File: config.mk
export PLATFORM = sky130hd
export DESIGN_NAME = tcp_header_checksum
export DESIGN_NICKNAME = d
export VERILOG_FILES = /design/src/rtl/tcp_header_checksum_pkg.sv /design/src/rtl/ones_complement_fold.sv /design/src/rtl/tcp_header_checksum.sv
export SDC_FILE = /design/constraint.sdc
export NUM_CORES = 1
export LEC_CHECK = 0
export ABC_AREA = 1
export BUFFER_PORTS_ARGS = -buffer_cell sky130_fd_sc_hd__buf_2
export CAP_MARGIN = 20
export CELL_PAD_IN_SITES_DETAIL_PLACEMENT = 1
export CELL_PAD_IN_SITES_GLOBAL_PLACEMENT = 1
export CORE_MARGIN = 2
export CORE_UTILIZATION = 37
export CTS_CLUSTER_DIAMETER = 60
export DETAILED_ROUTE_END_ITERATION = 7
export GPL_ROUTABILITY_DRIVEN = 0
export PLACE_DENSITY = 0.83
export SETUP_SLACK_MARGIN = 0.4
export SLEW_MARGIN = 15
export SYNTH_ARGS = -nofsm -noshare
export SYNTH_HDL_FRONTEND = slang
export SYNTH_SLANG_ARGS = --single-unit
File: constraint.sdc
create_clock -name i_clk -period 7.7 [get_ports i_clk]
set_input_delay 0.77 -clock i_clk [delete_from_list [all_inputs] [get_ports i_clk]]
set_output_delay 0.77 -clock i_clk [all_outputs]
set_load 0.01 [all_outputs]
File: src/rtl/tcp_header_checksum_pkg.sv
// Shared network definitions for the TCP header checksum path.
// Holds protocol constants and the checksum FSM state type.
package tcp_header_checksum_pkg;

  localparam logic [7:0]  IP_PROTO_TCP         = 8'h06;
  localparam logic [15:0] TCP_HDR_LEN          = 16'd20;
  localparam logic [7:0]  TCP_DATA_OFFSET_BYTE = 8'h50;

  // Index of the last word summed before folding (16 words, 0..15)
  localparam logic [3:0]  LAST_WORD_IDX        = 4'd15;

  typedef enum logic [1:0] {
    IDLE = 2'd0,
    SUM  = 2'd1,
    FOLD = 2'd2,
    OUT  = 2'd3
  } csum_state_e;

endpackage

File: src/rtl/ones_complement_fold.sv
// Folds a 20-bit accumulated word sum into a 16-bit one's-complement sum.
// Purely combinational; shared with the receive-side checksum checker.
module ones_complement_fold (
  input  logic [19:0] i_sum,
  output logic [15:0] o_fold
);

  logic [16:0] firstFold;
  logic [16:0] secondFold;

  // Two end-around carry steps; after the first step the carry is at most 1,
  // so the second step can never produce another carry.
  always_comb begin
    firstFold  = {1'b0, i_sum[15:0]} + {13'd0, i_sum[19:16]};
    secondFold = {1'b0, firstFold[15:0]} + {16'd0, firstFold[16]};
    o_fold     = secondFold[15:0];
  end

endmodule

File: src/rtl/tcp_header_checksum.sv
// TCP checksum generator for header-only outgoing segments.
// Sums the IPv4 pseudo-header and TCP header one 16-bit word per clock,
// folds the result and holds it until the packet generator accepts it.
// Optional macro TCP_CSUM_PAYLOAD_EN adds payload length/sum inputs.
module tcp_header_checksum
  import tcp_header_checksum_pkg::*;
(
  input  logic        i_clk,
  input  logic        i_rst_n,
  input  logic        i_hdr_valid,
  output logic        o_hdr_ready,
  input  logic [15:0] i_source_port,
  input  logic [15:0] i_dest_port,
  input  logic [31:0] i_seq_number,
  input  logic [31:0] i_ack_number,
  input  logic [7:0]  i_flags,
  input  logic [15:0] i_window_size,
  input  logic [15:0] i_urgent_ptr,
  input  logic [31:0] i_src_ip,
  input  logic [31:0] i_dst_ip,
`ifdef TCP_CSUM_PAYLOAD_EN
  input  logic [15:0] i_payload_len,
  input  logic [15:0] i_payload_sum,
`endif
  output logic        o_hdr_valid,
  input  logic        i_hdr_ready,
  output logic [15:0] o_source_port,
  output logic [15:0] o_dest_port,
  output logic [31:0] o_seq_number,
  output logic [31:0] o_ack_number,
  output logic [7:0]  o_flags,
  output logic [15:0] o_window_size,
  output logic [15:0] o_urgent_ptr,
  output logic [31:0] o_src_ip,
  output logic [31:0] o_dst_ip,
  output logic [15:0] o_checksum
);

  csum_state_e state_q, state_d;
  logic [3:0]  idx_q, idx_d;
  logic [19:0] acc_q, acc_d;
  logic [15:0] checksum_q, checksum_d;

  logic [15:0] sourcePort_q, destPort_q, windowSize_q, urgentPtr_q;
  logic [31:0] seqNumber_q, ackNumber_q, srcIp_q, dstIp_q;
  logic [7:0]  flags_q;
  logic [15:0] tcpLen_q, payloadSum_q;

  logic [15:0] curWord;
  logic [15:0] foldedSum;
  logic        accept;

  assign accept = (state_q == IDLE) && i_hdr_valid;

  // Pick the word to add this cycle; the checksum field itself is skipped
  always_comb begin
    curWord = 16'd0;
    case (idx_q)
      4'd0:    curWord = srcIp_q[31:16];
      4'd1:    curWord = srcIp_q[15:0];
      4'd2:    curWord = dstIp_q[31:16];
      4'd3:    curWord = dstIp_q[15:0];
      4'd4:    curWord = {8'd0, IP_PROTO_TCP};
      4'd5:    curWord = tcpLen_q;
      4'd6:    curWord = sourcePort_q;
      4'd7:    curWord = destPort_q;
      4'd8:    curWord = seqNumber_q[31:16];
      4'd9:    curWord = seqNumber_q[15:0];
      4'd10:   curWord = ackNumber_q[31:16];
      4'd11:   curWord = ackNumber_q[15:0];
      4'd12:   curWord = {TCP_DATA_OFFSET_BYTE, flags_q};
      4'd13:   curWord = windowSize_q;
      4'd14:   curWord = urgentPtr_q;
      default: curWord = payloadSum_q;
    endcase
  end

  ones_complement_fold u_fold (
    .i_sum  (acc_q),
    .o_fold (foldedSum)
  );

  // Next-state logic for the accept / sum / fold / present sequence
  always_comb begin
    state_d    = state_q;
    idx_d      = idx_q;
    acc_d      = acc_q;
    checksum_d = checksum_q;
    case (state_q)
      IDLE: begin
        if (i_hdr_valid) begin
          acc_d   = 20'd0;
          idx_d   = 4'd0;
          state_d = SUM;
        end
      end
      SUM: begin
        acc_d = acc_q + {4'd0, curWord};
        idx_d = idx_q + 4'd1;
        if (idx_q == LAST_WORD_IDX) begin
          state_d = FOLD;
        end
      end
      FOLD: begin
        checksum_d = ~foldedSum;
        state_d    = OUT;
      end
      OUT: begin
        if (i_hdr_ready) begin
          state_d = IDLE;
        end
      end
      default: state_d = IDLE;
    endcase
  end

  // FSM, accumulator and checksum registers
  always_ff @(posedge i_clk) begin
    if (!i_rst_n) begin
      state_q    <= IDLE;
      idx_q      <= 4'd0;
      acc_q      <= 20'd0;
      checksum_q <= 16'd0;
    end else begin
      state_q    <= state_d;
      idx_q      <= idx_d;
      acc_q      <= acc_d;
      checksum_q <= checksum_d;
    end
  end

  // Header field capture on accept; these double as the held outputs
  always_ff @(posedge i_clk) begin
    if (!i_rst_n) begin
      sourcePort_q <= 16'd0;
      destPort_q   <= 16'd0;
      seqNumber_q  <= 32'd0;
      ackNumber_q  <= 32'd0;
      flags_q      <= 8'd0;
      windowSize_q <= 16'd0;
      urgentPtr_q  <= 16'd0;
      srcIp_q      <= 32'd0;
      dstIp_q      <= 32'd0;
      tcpLen_q     <= 16'd0;
      payloadSum_q <= 16'd0;
    end else if (accept) begin
      sourcePort_q <= i_source_port;
      destPort_q   <= i_dest_port;
      seqNumber_q  <= i_seq_number;
      ackNumber_q  <= i_ack_number;
      flags_q      <= i_flags;
      windowSize_q <= i_window_size;
      urgentPtr_q  <= i_urgent_ptr;
      srcIp_q      <= i_src_ip;
      dstIp_q      <= i_dst_ip;
`ifdef TCP_CSUM_PAYLOAD_EN
      tcpLen_q     <= TCP_HDR_LEN + i_payload_len;
      payloadSum_q <= i_payload_sum;
`else
      tcpLen_q     <= TCP_HDR_LEN;
      payloadSum_q <= 16'd0;
`endif
    end
  end

  assign o_hdr_ready   = (state_q == IDLE) && i_rst_n;
  assign o_hdr_valid   = (state_q == OUT);
  assign o_source_port = sourcePort_q;
  assign o_dest_port   = destPort_q;
  assign o_seq_number  = seqNumber_q;
  assign o_ack_number  = ackNumber_q;
  assign o_flags       = flags_q;
  assign o_window_size = windowSize_q;
  assign o_urgent_ptr  = urgentPtr_q;
  assign o_src_ip      = srcIp_q;
  assign o_dst_ip      = dstIp_q;
  assign o_checksum    = checksum_q;

endmodule
==> impl_metrics.py <==
metrics = {
    "outcome": {
        "status": "finished clean",
    },
    "grt": {
        "gr-usage-met2": 0.564,
        "gr-total-overflow": 0,
        "top_usage_layer": "met2",
        "grt_usage": 0.318,
        "antenna_found_initial": 11,
        "grt_pass1_vias": 13400,
        "gr-usage-met3": 0.0582,
        "grt.met1_usage": 0.376,
        "grt_max_degree": 126,
        "grt_pass1_wl_um": 81300,
    },
    "drt": {
        "via_per_inst": 5.52,
        "routed_wl_um": 53700,
        "drt_iter0_markers": 1000,
        "via_count": 13300,
        "wl_per_cell_um": 22.4,
        "dr.pass1.iters": 6,
        "detail-route-antenna-nets": 0,
        "remaining_drc_errors": 0,
    },
    "clocking": {
        "cts_tree": "yes",
        "htree_levels": 1,
        "numCtsBuffers": 29,
        "cts_num_sinks": 243,
        "clockBufferDepth": 3,
        "hold_buffers": 0,
        "cts_setup_buffers": 0,
        "clkTransAtPathRegs_ns": 0.06,
        "clk_latency_ns": 0.55,
        "ctsResizeCount": 0,
        "root_buffer": "clkbuf_16",
    },
    "place": {
        "io_buffers": 421,
        "dp_hpwl_um": 41300,
    },
    "yosys": {
        "yosysTopAreaCell": "dfxtp_1",
        "syn_nets": 1840,
        "synth-edff-count": 0,
        "syn-cell-area_um2": 11500,
        "postSynthCellCount": 1604,
        "synth_top_area_frac": 0.422,
        "yosys_warnings": 0,
        "yosysSeqAreaShare": 0.422,
        "async_flop_share": 0,
        "ys_ff_latch": 243,
        "synth_ff_type": "dfxtp_1",
        "syn_area_per_cell_um2": 7.18,
        "synth.distinct_cells": 47,
        "synth_area_leaders": "dfxtp_1, nor2_1, o21ai_0",
    },
    "critical_path": {
        "endpoint_kind": "flip-flop",
        "crit_top_cell": "nand3_1",
        "worst-path-max-fanout": 16,
        "max_stage_delay_ns": 0.55,
        "crit_slowest_cell": "a221oi_1",
        "critical_path_class": "reg -> reg",
        "critPathLaunch": "idx_q[1]$_SDFFE_PN0P_",
        "critPathRequiredTime_ns": 8.14,
        "cp_cell_sequence": "inv_1, ha_1, nand3_1, o21ai_0, a221oi_1, nand3_1, ha_1, fa_1, nand3_1, nand3_1, nand4_1, nand2_1, nand2_1, nand2_1, a21oi_1, nor2_1, nor2_1, nor2_1",
        "critPathLaunchType": "flip-flop",
        "crit_arrival_ns": 4.39,
        "reg2reg_from": "idx_q[1]$_SDFFE_PN0P_",
    },
    "timing": {
        "fin_hold_ws_ns": 0.467,
        "fmax_mhz": 254,
        "min_period_ns": 3.94,
        "min_period_over_period": 0.512,
        "grt_setup_unrepaired": "false",
        "clock_skew_ns": 0.0112,
        "drv_slew": 0,
        "setup-tns-final_ns": 0,
        "setup_viol": 0,
        "worstMarginPinSlew_ns": 1.11,
        "final-hold-violation-count": 0,
        "maxSlewHeadroom": 0.255,
    },
    "power": {
        "p_total_uw": 5140,
        "ir_drop_mv": 0.396,
        "p_seq_frac": 0.373,
        "power_density_nw_per_um2": 346,
        "intPower_uw": 3020,
        "clock_power_share": 0.277,
        "power_switching_uw": 2120,
        "combPwrFrac": 0.350,
        "p_leak_uw": 0.00695,
        "netSwitchingFraction": 0.413,
    },
    "die": {
        "die_area_um2": 32600,
        "num_rows": 64,
        "die_w_um": 180,
        "pin_count": 422,
        "die_h_um": 180,
        "core-area_um2": 30600,
        "start_util": 0.376,
    },
    "job": {
        "maxCapViolations": 0,
    },
    "worst_hold_path": {
        "hold_path_startpoint": "i_src_ip[21]",
        "worstHoldPathType": "in -> reg",
    },
    "final_layout": {
        "utilization": 0.485,
        "drive_gt1_frac": 0.262,
        "nNetsFinal": 2214,
        "area_delta_synth_final_pct": 28.8,
        "final_common_cell": "buf_2",
        "mostFrequentLayoutCells": "buf_2, nor2_1, dfxtp_1",
    },
}
==> area by class of cell <==
class | count | area (um2)
fill | 4038 | 15800
multi-input combinational | 1137 | 5760
sequential | 243 | 4860
timing repair buffer | 432 | 2200
clock buffer | 41 | 831
inverter | 135 | 510
tap | 396 | 495
clock inverter | 11 | 151
antenna | 9 | 22.5
==> worst max-delay path: cells and delay by family (launching register included) <==
kind,cells,cell delay (ns)
adders and majority gates,3,0.89
DFF,1,0.41
and+or+nand+nor,11,1.47
buffers and inverters,1,0.09
AOI/OAI and AO/OA,3,0.95
==> layer usage <==
metal	up-vias	part of all wire
met3	140	0.071
met2	569	0.50
li1	6139	-
met1	6419	0.39
met4	4	0.047
met5	-	0.00045
==> power by group through the flow <==
stage	combinational [uW]	clock (uW)	sequential, uW
after floorplan	913	0	1940
after global placement	1710	0	1920
after detailed placement	1770	0	1930
after CTS	1790	1440	1910
after global routing	1980	1490	1940
final	1800	1420	1920
==> logic make-up after synthesis <==
group,after synthesis,share of synthesized area
buffers and inverters,224,0.0779
adders and majority gates,32,0.0361
and+or+nand+nor,649,0.240
AOI/OAI and AO/OA,452,0.220
xor gates and xnor gates,4,0.00304
DFF,243,0.422
==> path summary, 6_finish.rpt <==
path | to | slack, ns | cells after the start
min reg2reg | o_checksum[4]$_SDFFE_PN0P_ | 0.47 | 2
min | o_src_ip[21]$_SDFFE_PN0P_ | 0.47 | 3
max reg2reg | acc_q[16]$_SDFFE_PN0P_ | 3.76 | 18
max | acc_q[16]$_SDFFE_PN0P_ | 3.76 | 18
==> cell usage after synthesis (all sizes together) (19+ instances only) <==
library cell,n
clkbuf,69
nor2,366
nand3,77
inv,133
o21ai,245
o22ai,21
a21oi,115
buf,19
nand2,180
ha,30
dfxtp,243
a221oi,41
==> metrics by stage <==
step / instances / setup WS [ns] / area (um2)
floorplan: 1604 / 4.62 / 11500
global placement: 2342 / 4.05 / 13800
detailed placement: 2342 / 3.90 / 13800
CTS: 2394 / 3.86 / 14800
global route: 2402 / 3.51 / 14800
finish: 2404 / 3.76 / 14800
==> sequential cells by signal, indices dropped and copies added, names as in the netlist, 16 cells and up <==
name           cells
o_source_port     16
o_checksum        16
o_urgent_ptr      16
acc_q             20
o_src_ip          32
o_window_size     16
o_dest_port       16
o_seq_number      32
o_dst_ip          32
o_ack_number      32
Power figures use the tool's default switching activity.
